$ cat src/rtl/mips_soc_pkg.sv
// Shared MIPS SoC definitions: text-segment defaults, word-index width and
// the fetch sequencer state encoding.
package mips_soc_pkg;

  localparam int unsigned WORD_IDX_W     = 10;
  localparam logic [31:0] DEF_TEXT_BASE  = 32'h0040_0000;
  localparam logic [31:0] DEF_TEXT_LIMIT = 32'h0040_0FFF;

  typedef enum logic [1:0] {
    ST_FETCH = 2'd0,
    ST_VALID = 2'd1,
    ST_FAULT = 2'd2
  } fetch_state_e;

endpackage

$ cat src/rtl/pc_range_check.sv
// Maps a virtual PC onto the instruction-memory word index and flags PCs
// outside the text segment or not word aligned. Purely combinational.
module pc_range_check
  import mips_soc_pkg::*;
#(
  parameter logic [31:0] BASE  = DEF_TEXT_BASE,
  parameter logic [31:0] LIMIT = DEF_TEXT_LIMIT
) (
  input  logic [31:0]           pc,
  output logic [WORD_IDX_W-1:0] word_idx,
  output logic                  invalid
);

  assign word_idx = WORD_IDX_W'((pc - BASE) >> 2);
  assign invalid  = (pc < BASE) || (pc > LIMIT) || (pc[1:0] != 2'b00);

endmodule

$ cat src/rtl/fetch_sequencer.sv
// Instruction fetch sequencer: FETCH -> VALID -> FETCH loop with redirects and
// an invalid-PC trap. Define FETCH_PERF_COUNTER_EN to add the fetch_count port.
module fetch_sequencer
  import mips_soc_pkg::*;
#(
  parameter logic [31:0] RESET_PC   = DEF_TEXT_BASE,
  parameter logic [31:0] TEXT_LIMIT = DEF_TEXT_LIMIT
) (
  input  logic                  clk,
  input  logic                  rst,
  output logic                  imem_req,
  output logic [WORD_IDX_W-1:0] imem_addr,
  input  logic                  imem_ack,
  input  logic [31:0]           imem_rdata,
  output logic [31:0]           instr,
  output logic [31:0]           instr_pc,
  output logic                  instr_valid,
  input  logic                  instr_ready,
  input  logic                  redirect_valid,
  input  logic [31:0]           redirect_pc,
  output logic                  fault,
  output logic [31:0]           fault_pc,
  input  logic                  fault_clear
`ifdef FETCH_PERF_COUNTER_EN
  ,
  output logic [31:0]           fetch_count
`endif
);

  fetch_state_e state_q, state_d;
  logic [31:0]  pc_q, pc_d;
  logic [31:0]  instr_q, instr_d;
  logic [31:0]  instr_pc_q, instr_pc_d;
  logic [31:0]  fault_pc_q, fault_pc_d;
  logic         pend_q, pend_d;
  logic [31:0]  pend_pc_q, pend_pc_d;

  logic [31:0]           nxt_pc;
  logic                  nxt_bad;
  logic                  cur_bad;
  logic [WORD_IDX_W-1:0] nxt_idx;

  pc_range_check #(.BASE(RESET_PC), .LIMIT(TEXT_LIMIT)) u_cur_chk (
    .pc       (pc_q),
    .word_idx (imem_addr),
    .invalid  (cur_bad)
  );

  pc_range_check #(.BASE(RESET_PC), .LIMIT(TEXT_LIMIT)) u_nxt_chk (
    .pc       (nxt_pc),
    .word_idx (nxt_idx),
    .invalid  (nxt_bad)
  );

  // Candidate PC: in VALID the handshake target, in FETCH the redirect target
  // (a same-cycle redirect overrides an older pending one).
  always_comb begin
    if (state_q == ST_VALID) nxt_pc = redirect_valid ? redirect_pc : pc_q + 32'd4;
    else                     nxt_pc = redirect_valid ? redirect_pc : pend_pc_q;
  end

  always_comb begin
    state_d    = state_q;
    pc_d       = pc_q;
    instr_d    = instr_q;
    instr_pc_d = instr_pc_q;
    fault_pc_d = fault_pc_q;
    pend_d     = pend_q;
    pend_pc_d  = pend_pc_q;
    case (state_q)
      ST_FETCH: begin
        if (cur_bad) begin
          state_d    = ST_FAULT;
          fault_pc_d = pc_q;
        end else if (imem_ack) begin
          if (redirect_valid || pend_q) begin
            // Returned word belongs to the abandoned path; drop it.
            pend_d = 1'b0;
            pc_d   = nxt_pc;
            if (nxt_bad) begin
              state_d    = ST_FAULT;
              fault_pc_d = nxt_pc;
            end
          end else begin
            instr_d    = imem_rdata;
            instr_pc_d = pc_q;
            state_d    = ST_VALID;
          end
        end else if (redirect_valid) begin
          pend_d    = 1'b1;
          pend_pc_d = redirect_pc;
        end
      end
      ST_VALID: begin
        if (instr_ready) begin
          pc_d = nxt_pc;
          if (nxt_bad) begin
            state_d    = ST_FAULT;
            fault_pc_d = nxt_pc;
          end else begin
            state_d = ST_FETCH;
          end
        end
      end
      ST_FAULT: begin
        if (fault_clear) begin
          pc_d    = RESET_PC;
          state_d = ST_FETCH;
        end
      end
      default: state_d = ST_FETCH;
    endcase
  end

  always_ff @(posedge clk) begin
    if (rst) begin
      state_q    <= ST_FETCH;
      pc_q       <= RESET_PC;
      instr_q    <= '0;
      instr_pc_q <= '0;
      fault_pc_q <= '0;
      pend_q     <= 1'b0;
      pend_pc_q  <= '0;
    end else begin
      state_q    <= state_d;
      pc_q       <= pc_d;
      instr_q    <= instr_d;
      instr_pc_q <= instr_pc_d;
      fault_pc_q <= fault_pc_d;
      pend_q     <= pend_d;
      pend_pc_q  <= pend_pc_d;
    end
  end

  // Outputs read as reset values for the whole time rst is high.
  assign imem_req    = !rst && (state_q == ST_FETCH);
  assign instr_valid = !rst && (state_q == ST_VALID);
  assign fault       = !rst && (state_q == ST_FAULT);
  assign instr       = rst ? '0 : instr_q;
  assign instr_pc    = rst ? '0 : instr_pc_q;
  assign fault_pc    = rst ? '0 : fault_pc_q;

`ifdef FETCH_PERF_COUNTER_EN
  logic        hs;
  logic [31:0] fetch_count_q, fetch_count_d;

  assign hs            = (state_q == ST_VALID) && instr_ready;
  assign fetch_count_d = fetch_count_q + {31'd0, hs};
  assign fetch_count   = fetch_count_q;

  always_ff @(posedge clk) begin
    if (rst) fetch_count_q <= '0;
    else     fetch_count_q <= fetch_count_d;
  end
`endif

endmodule

$ cat config.mk
export PLATFORM = sky130hd
export DESIGN_NAME = fetch_sequencer
export DESIGN_NICKNAME = d
export VERILOG_FILES = /design/src/rtl/mips_soc_pkg.sv /design/src/rtl/pc_range_check.sv /design/src/rtl/fetch_sequencer.sv
export SDC_FILE = /design/constraint.sdc
export NUM_CORES = 1
export LEC_CHECK = 0
export BUFFER_PORTS_ARGS = -buffer_cell sky130_fd_sc_hd__buf_2
export CAP_MARGIN = 15
export CORE_MARGIN = 2
export CORE_UTILIZATION = 35
export CTS_BUF_LIST = sky130_fd_sc_hd__clkbuf_4
export CTS_CLUSTER_SIZE = 30
export DETAILED_ROUTE_END_ITERATION = 7
export SYNTH_ARGS = -nofsm -noshare
export SYNTH_HDL_FRONTEND = slang
export SYNTH_HIERARCHICAL = 1
export SYNTH_SLANG_ARGS = --single-unit
$ cat constraint.sdc
create_clock -name clk -period 12.7 [get_ports clk]
set_clock_uncertainty 0.15 [all_clocks]
set_input_delay 3.175 -clock clk [delete_from_list [all_inputs] [get_ports clk]]
set_output_delay 3.175 -clock clk [all_outputs]
set_load 0.02 [all_outputs]
==> results of run 1 <==
## layout make-up
cell class / count / area share [%]
multi-input cells: 832 / 47.2
flip-flops and latches: 163 / 34.3
repair buffers: 188 / 10.2
well taps: 319 / 4.20
clock inverters: 14 / 1.96
clock buffers: 17 / 1.34
inverters: 16 / 0.631
diodes: 5 / 0.132
## layer usage
layer  GRT usage (%)  up-vias  routed length [µm]
met1            30.3     3842               12400
met3            3.66       75                1860
met2            32.9      351               12300
met5               0        -                   0
li1                -     4022                   -
met4            9.44        0                1060
## how the worst min path moves through the flow
stage	end	startpoint
after floorplan	pend_pc_q[6]	pend_pc_q[6]
after global placement	pend_pc_q[6]	pend_pc_q[6]
after detailed placement	pend_pc_q[6]	pend_pc_q[6]
after CTS	pend_pc_q[6]	pend_pc_q[6]
after global routing	instr_q[10]	instr_q[10]
final	instr_q[27]	instr_q[27]
## state kept, by name (all words and copies together) (netlist names)
signal      flops
fault_pc_q     32
instr_pc_q     32
instr_q        32
pc_q           32
pend_pc_q      32
pend_q          1
state_q         2
## stage by stage
| step | power, mW | util (%) | hold slack, ps | setup WS (ps) | std cells |
|---|---|---|---|---|---|
| 6_report | 2.06 | 40.9 | 308 | 4720 | 1554 |
| 5_1_grt | 2.19 | 40.9 | 326 | 4600 | 1554 |
| 4_1_cts | 2.06 | 40.8 | 309 | 4710 | 1549 |
| 3_5_place_dp | 1.71 | 39.5 | 292 | 4710 | 1518 |
| 3_3_place_gp | 1.70 | 39.5 | 288 | 4730 | 1518 |
| 2_1_floorplan | 1.40 | - | 282 | 5210 | 1115 |
## power breakdown
| part | total (mW) | internal (mW) | switching [mW] | leakage, nW |
|---|---|---|---|---|
| logic | 0.954 | 0.298 | 0.657 | 2.28 |
| clock network | 0.348 | 0.154 | 0.194 | 0.158 |
| registers | 0.757 | 0.633 | 0.124 | 1.32 |
| total | 2.06 | 1.08 | 0.975 | 3.76 |
## cells in the final DEF (no fill, tap or decap), types with 5 or more instances in the layout
cell type,n
a21oi_1,130
a32o_1,5
buf_2,177
buf_4,10
nor2b_1,101
clkbuf_4,17
xor2_1,11
a221o_1,9
diode_2,5
nand4_1,12
nand3_1,18
a21o_1,7
o221ai_1,7
and3_1,11
and2_1,5
a22oi_1,15
xnor2_1,11
inv_1,16
dfxtp_1,163
o21ai_0,50
nor3_1,12
nor2_1,55
nor4_1,12
mux2i_1,6
a221oi_1,5
a22o_1,8
nand2_1,264
## critical path: cells and delay by family
family | cells | cell delay (ps)
buf+inv | 3 | 1230
simple gates | 1 | 200
==> summary.txt, run 1 <==
Hold path
  • Worst hold path class: reg2reg
  • WHS Path Cells: 2

Outcome
  • Status: finished, final reports clean

CTS
  • Clock transition at path regs: 130 ps
  • CTS tree: yes
  • Clk buf depth: 2
  • TritonCTS Buffers: 17
  • Hold buffers post-CTS: 0
  • Sink Count: 163
  • Setup bufs post-CTS: 0
  • H-Tree Depth: 4
  • Post-CTS Resized: 0
  • Clock tree root buffer cell: clkbuf_4
  • Clk_lat worst skew: 600 ps

Timing
  • Slew HR: 32.7%
  • RSZ-0062 raised after global routing: no
  • Final worst path period need: 7980 ps
  • Final slew viol count: 0
  • Max Freq: 0.125 GHz
  • Worst Tran Pin Value: 998 ps
  • Post-route setup TNS: 0 ps
  • Final count of negative-setup-slack endpoints: 0
  • Fin. Hold Viols: 0
  • Crit share post-route: 62.9%

Synthesis
  • Cell area after synthesis: 8240 µm²
  • Yosys warnings: 6
  • Synthesized Nets: 1186
  • Syn_area_per_cell: 7.39 µm²
  • Mapped Cells: 1115

Global route
  • Antenna violations before repair: 1
  • Vias in the first global route: 7192
  • First-pass GRT wire length: 41500 µm
  • Largest net degree at the start of global routing: 86
  • GRT Overall Usage: 21.7%
  • GR Overflow Total: 0

Placed design
  • GP Congestion: 0.911
  • Input/output buffers: 178
  • Dpl hpwl: 18800 µm
  • DP Area: 9190 µm²

Routing
  • Router iterations before antenna repair: 6
  • Detail Route Antenna Nets: 0
  • Via Count: 8290
  • WL per Instance: 17.8 µm
  • Vias per cell: 5.33
  • DRT iter0 DRCs: 788
  • Drt total wl: 27700 µm
  • DRC viols: 0

Worst setup path
  • FF-to-FF Start: pc_q[2]
  • Worst-path maximum fanout: 66
  • Slowest-stage cell, CP: buf_4
  • R2r setup slk: 7170 ps
  • Crit end category: primary output
  • Crit path from: rst
  • Crit path cell chain: buf_6 -> buf_4 -> nor3_1 -> buf_2
  • Required time worst endpoint: 9380 ps
  • R2r worst-path depth: 13
  • FF-to-FF End: fault_pc_q[27]
  • Startpoint type of the worst setup path: primary input
  • Critical path arrival: 4660 ps
  • Crit Path Class: in2out
  • Critical Path End: imem_req
  • CP peak stage delay: 670 ps

Final layout
  • Fillers: 2534
  • Synthesis-to-finish area growth: 15.5%
  • Area occupied by multi-input gates: 4490 µm²
  • Reg area: 3260 µm²
  • Fin nets: 1289
  • Final instance area: 9510 µm²
  • Layout cells sized above 1: 18.5%

Floorplanning
  • Die H: 157 µm
  • Core box area: 23300 µm²
  • Initial Util: 35.4%
  • Top-Level Pins: 179
  • Die area: 24800 µm²
  • Row count: 56
  • Die W: 157 µm

Power and ir drop
  • Maximum VDD drop: 0.000104 V
  • P_leak: 3.76 nW
  • PD cells: 216 nW/µm²

Job
  • Max Cap Viol: 0
Power figures use the tool's default switching activity.
==> run 2: changes to the inputs <==
==> constraint.sdc (replaced) <==
create_clock -name clk -period 7.95 [get_ports clk]
set_clock_uncertainty 0.15 [all_clocks]
set_input_delay 1.9875 -clock clk [delete_from_list [all_inputs] [get_ports clk]]
set_output_delay 1.9875 -clock clk [all_outputs]
set_load 0.02 [all_outputs]
==> run 2 against run 1 <==
Net effect: flip-flop and latch count did not move; count of clock-buffer cells in the layout increased by 2; critical endpoint is now fault; utilization shrank 0.059 points; register-to-register slack got worse by 4600 ps; design area decreased by 0.14%; largest cell class unchanged; first-iteration DRC count increased by 3.6%; critical path type unchanged; setup slack worse by 2300 ps; wire length about the same.
==> summary.txt, run 2 (same netlist as run 1, synthesis figures left out) <==
Routing
  • Vias per cell: 5.29
  • Router iterations before antenna repair: 7
  • Detail Route Antenna Nets: 0
  • Drt total wl: 27600 µm
  • DRT iter0 DRCs: 816
  • Via Count: 8202
  • DRC viols: 0
  • WL per Instance: 17.8 µm

Floorplanning
  • Initial Util: 35.4%
  • Top-Level Pins: 179
  • Core box area: 23300 µm²
  • Row count: 56
  • Die W: 157 µm
  • Die H: 157 µm
  • Die area: 24800 µm²

Timing
  • Worst Tran Pin Value: 1100 ps
  • Final count of negative-setup-slack endpoints: 0
  • Fin. Hold Viols: 0
  • Final slew viol count: 0
  • Final worst path period need: 5540 ps
  • RSZ-0062 raised after global routing: no
  • Slew HR: 26.6%
  • Crit share post-route: 69.7%
  • Max Freq: 0.180 GHz
  • Post-route setup TNS: 0 ps

Final layout
  • Most frequent cells in the layout: nand2_1 (264), buf_2 (177), dfxtp_1 (163)
  • Layout cells sized above 1: 18.6%
  • Commonest non-fill, non-tap cell in the layout: nand2_1
  • Synthesis-to-finish area growth: 15.4%
  • Fin nets: 1288

Worst setup path
  • Slowest-stage cell, CP: inv_1
  • Worst-path maximum fanout: 77
  • Required time worst endpoint: 5810 ps
  • Crit end category: primary output
  • Startpoint type of the worst setup path: primary input
  • Crit Path Class: in2out
  • Critical path arrival: 3410 ps
  • Crit path cell chain: buf_6 -> inv_1 -> and2_1 -> buf_2
  • CP peak stage delay: 460 ps

Global route
  • GR Overflow Total: 0
  • Vias in the first global route: 7135
  • First-pass GRT wire length: 41800 µm
  • Largest net degree at the start of global routing: 134
  • Antenna violations before repair: 1
  • GRT Overall Usage: 21.7%

CTS
  • Post-CTS Resized: 0
  • Clk_lat worst skew: 580 ps
  • Clock transition at path regs: 120 ps
  • TritonCTS Buffers: 17
  • Setup bufs post-CTS: 0
  • Sink Count: 163
  • Hold buffers post-CTS: 0
  • CTS tree: yes
  • Clock tree root buffer cell: clkbuf_4
  • Clk buf depth: 2
  • H-Tree Depth: 4

Power and ir drop
  • Maximum VDD drop: 0.000185 V
  • P_leak: 3.75 nW
  • PD cells: 344 nW/µm²
  • Pwr Total: 3.26 mW

Placed design
  • GP Congestion: 0.942
  • Input/output buffers: 178
  • Dpl hpwl: 19100 µm

Hold path
  • Worst hold path class: reg2reg

Job
  • Max Cap Viol: 0

Outcome
  • Status: finished, final reports clean
[run 2: path summary, 6_finish.rpt]
kind,from,slack [ps],depth (start not counted),endpoint
worst max register to register,pc_q[2],2610,13,fault_pc_q[27]
worst min-delay path,instr_q[28],310,2,instr_q[28]
worst max-delay path,rst,2410,4,fault
worst min register to register,instr_q[28],310,2,instr_q[28]
[run 2: layout make-up]
| cell class | instances | area (µm²) |
|---|---|---|
| flip-flops and latches | 163 | 3260 |
| multi-input cells | 832 | 4490 |
| clock buffers | 19 | 143 |
| clock inverters | 12 | 156 |
| well taps | 319 | 399 |
| diodes | 3 | 7.51 |
| repair buffers | 187 | 977 |
| fillers | 2503 | 13800 |
| inverters | 16 | 60.1 |
[run 2: critical path: cells and delay by family]
family | cells | cell delay, ps
buf+inv | 3 | 1070
simple gates | 1 | 300
[run 2: metrics by stage]
step	area, µm²	util, %	cells	setup WS, ps	hold slack, ps
after global placement	9190	39.5	1517	2090	288
after floorplan	8240	-	1115	2830	282
after detailed placement	9190	39.5	1517	1960	292
after CTS	9490	40.8	1548	2390	310
after global routing	9500	40.8	1551	2260	325
final	9500	40.8	1551	2410	307
[run 2: metal layers]
| layer | routed length [µm] | track usage (%) | vias up |
|---|---|---|---|
| met5 | 0 | 0 | - |
| met4 | 394 | 5.97 | 0 |
| met3 | 2000 | 3.39 | 32 |
| met2 | 12500 | 33.3 | 350 |
| met1 | 12700 | 31.6 | 3802 |
| li1 | - | - | 4018 |
[run 2: power by group]
| part | switching, mW | internal, mW | total [mW] |
|---|---|---|---|
| combinational | 1.04 | 0.478 | 1.52 |
| clock | 0.313 | 0.225 | 0.538 |
| sequential | 0.195 | 1.01 | 1.21 |
| total | 1.55 | 1.71 | 3.26 |
==> run 3: changes to the inputs <==
==> constraint.sdc (replaced) <==
create_clock -name clk -period 4.9 [get_ports clk]
set_clock_uncertainty 0.15 [all_clocks]
set_input_delay 1.225 -clock clk [delete_from_list [all_inputs] [get_ports clk]]
set_output_delay 1.225 -clock clk [all_outputs]
set_load 0.02 [all_outputs]
==> run 3 against run 2 <==
Net effect: utilization up 1.4 points; register-to-register slack got worse by 2200 ps; setup slack lost 2000 ps; critical endpoint is now fault_pc_q[18]; first-iteration DRC count down 2.6%; die area stayed put; via count is 2.6% higher; clock power up 80%; non-clock buffer count rose by 37; flip-flop and latch count stayed put; count of clock-buffer cells in the layout shrank 1; combinational power grew 74%; sequential power grew 57%.
==> summary.txt, run 3 (same netlist as run 1, synthesis figures left out) <==
Outcome
  • Status: finished, final reports clean

Worst setup path
  • Crit path cell chain: nand4_1 -> nor3_1 -> and4_1 -> and4_1 -> xnor2_1 -> o21bai_1 -> or4b_1 -> or4_1 -> buf_4 -> inv_1 -> nor3_1 -> buf_4 -> a221o_1
  • Required time worst endpoint: 5230 ps
  • Crit Path Class: reg2reg
  • Crit end category: flip-flop
  • Startpoint type of the worst setup path: flip-flop
  • FF-to-FF Start: pc_q[22]
  • Slowest-stage cell, CP: dfxtp_1
  • Critical path arrival: 4800 ps
  • FF-to-FF End: fault_pc_q[18]
  • Worst-path maximum fanout: 11
  • R2r worst-path depth: 13
  • CP peak stage delay: 590 ps
  • R2r setup slk: 430 ps

Power and ir drop
  • Maximum VDD drop: 0.000368 V
  • P_leak: 3.97 nW
  • Clock share of power: 17.5%
  • Sw Ratio: 46.0%
  • Comb power frac: 48.0%
  • PD cells: 560 nW/µm²
  • Psw: 2.53 mW
  • Internal power: 2.97 mW
  • Register share of total power: 34.4%

Floorplanning
  • Die area: 24800 µm²
  • Die W: 157 µm
  • Core box area: 23300 µm²
  • Row count: 56
  • Initial Util: 35.4%
  • Die H: 157 µm
  • Top-Level Pins: 179

CTS
  • Clock tree root buffer cell: clkbuf_4
  • TritonCTS Buffers: 17
  • Hold buffers post-CTS: 0
  • Clk buf depth: 2
  • Clock transition at path regs: 150 ps
  • CTS tree: yes
  • Sink Count: 163
  • Setup bufs post-CTS: 0
  • Clk_lat worst skew: 590 ps
  • H-Tree Depth: 4
  • Post-CTS Resized: 0

Final layout
  • Final cell count without fillers: 1588
  • Layout cells sized above 1: 20.5%
  • Synthesis-to-finish area growth: 19.4%
  • Final instance area: 9830 µm²
  • Commonest non-fill, non-tap cell in the layout: nand2_1
  • Most frequent cells in the layout: nand2_1 (264), buf_2 (177), dfxtp_1 (163)
  • Fin nets: 1325

Routing
  • Router iterations before antenna repair: 6
  • Drt total wl: 28300 µm
  • Detail Route Antenna Nets: 0
  • Via Count: 8417
  • Vias per cell: 5.30
  • WL per Instance: 17.8 µm
  • DRC viols: 0
  • DRT iter0 DRCs: 795

Hold path
  • WHS Endpoint: instr_pc_q[25]
  • WHS Path Cells: 2
  • Worst hold path startpoint: instr_pc_q[25]
  • Worst hold path class: reg2reg

Global route
  • Vias in the first global route: 7410
  • GRT Overall Usage: 22.4%
  • GR Overflow Total: 0
  • Largest net degree at the start of global routing: 96
  • First-pass GRT wire length: 43100 µm
  • Antenna violations before repair: 1

Timing
  • Final count of negative-setup-slack endpoints: 0
  • Fin. Hold Viols: 0
  • Slew HR: 36.4%
  • RSZ-0062 raised after global routing: no
  • Final slew viol count: 0
  • Max Freq: 0.224 GHz
  • Crit share post-route: 91.2%
  • Post-route setup TNS: 0 ps
  • Worst Tran Pin Value: 954 ps
  • Final worst path period need: 4470 ps

Placed design
  • Post-Place Cells: 1554
  • Dpl hpwl: 20200 µm
  • Input/output buffers: 178
  • GP Congestion: 0.961
  • DP Area: 9480 µm²

Job
  • Max Cap Viol: 0
==> run 3: per-layer routing <==
metal  vias to the layer above  track usage [%]  wire [µm]
met3                        48             4.07       2120
met4                         0             7.10        668
li1                       4109                -          -
met5                         -                0          0
met1                      3907             32.5      13100
met2                       353             33.6      12400
==> run 3: how the worst max path moves through the flow <==
stage / from / to / slack, ps
after floorplan: redirect_valid / fault_pc_q[27] / 580
after global placement: redirect_valid / fault_pc_q[12] / 610
after detailed placement: redirect_valid / fault_pc_q[11] / 540
after CTS: pc_q[22] / fault_pc_q[11] / 540
after global routing: pc_q[22] / fault_pc_q[23] / 220
final: pc_q[22] / fault_pc_q[18] / 430
==> run 3: per-stage QoR <==
stage,util [%],worst slack (ps),hold WS [ps],total power [mW]
finish,42.3,430,308,5.50
global route,42.3,217,324,5.86
CTS,42.2,543,311,5.49
detailed placement,40.8,543,292,4.52
global placement,40.8,613,287,4.51
floorplan,-,583,282,3.63
==> run 3: cell type report <==
class | instances | area, µm²
tap | 319 | 399
timing repair buffer | 224 | 1280
clock buffer | 18 | 135
sequential | 163 | 3260
antenna | 2 | 5.00
multi-input combinational | 832 | 4480
inverter | 16 | 60.1
fill | 2475 | 13400
clock inverter | 14 | 210
==> run 3: power by group through the flow <==
stage	combinational, mW	clock [mW]	sequential [mW]
final	2.64	0.966	1.90
after detailed placement	2.61	0	1.92
after floorplan	1.82	0	1.82
after global placement	2.60	0	1.92
after CTS	2.61	0.987	1.89
after global routing	2.89	1.04	1.93
==> run 3: critical path, delay by kind of cell, from the launching register on <==
kind	cells	cell delay, ps
AOI/OAI and AO/OA	2	450
xor gates and xnor gates	1	200
buffers and inverters	3	530
DFF	1	590
and+or+nand+nor	7	2430
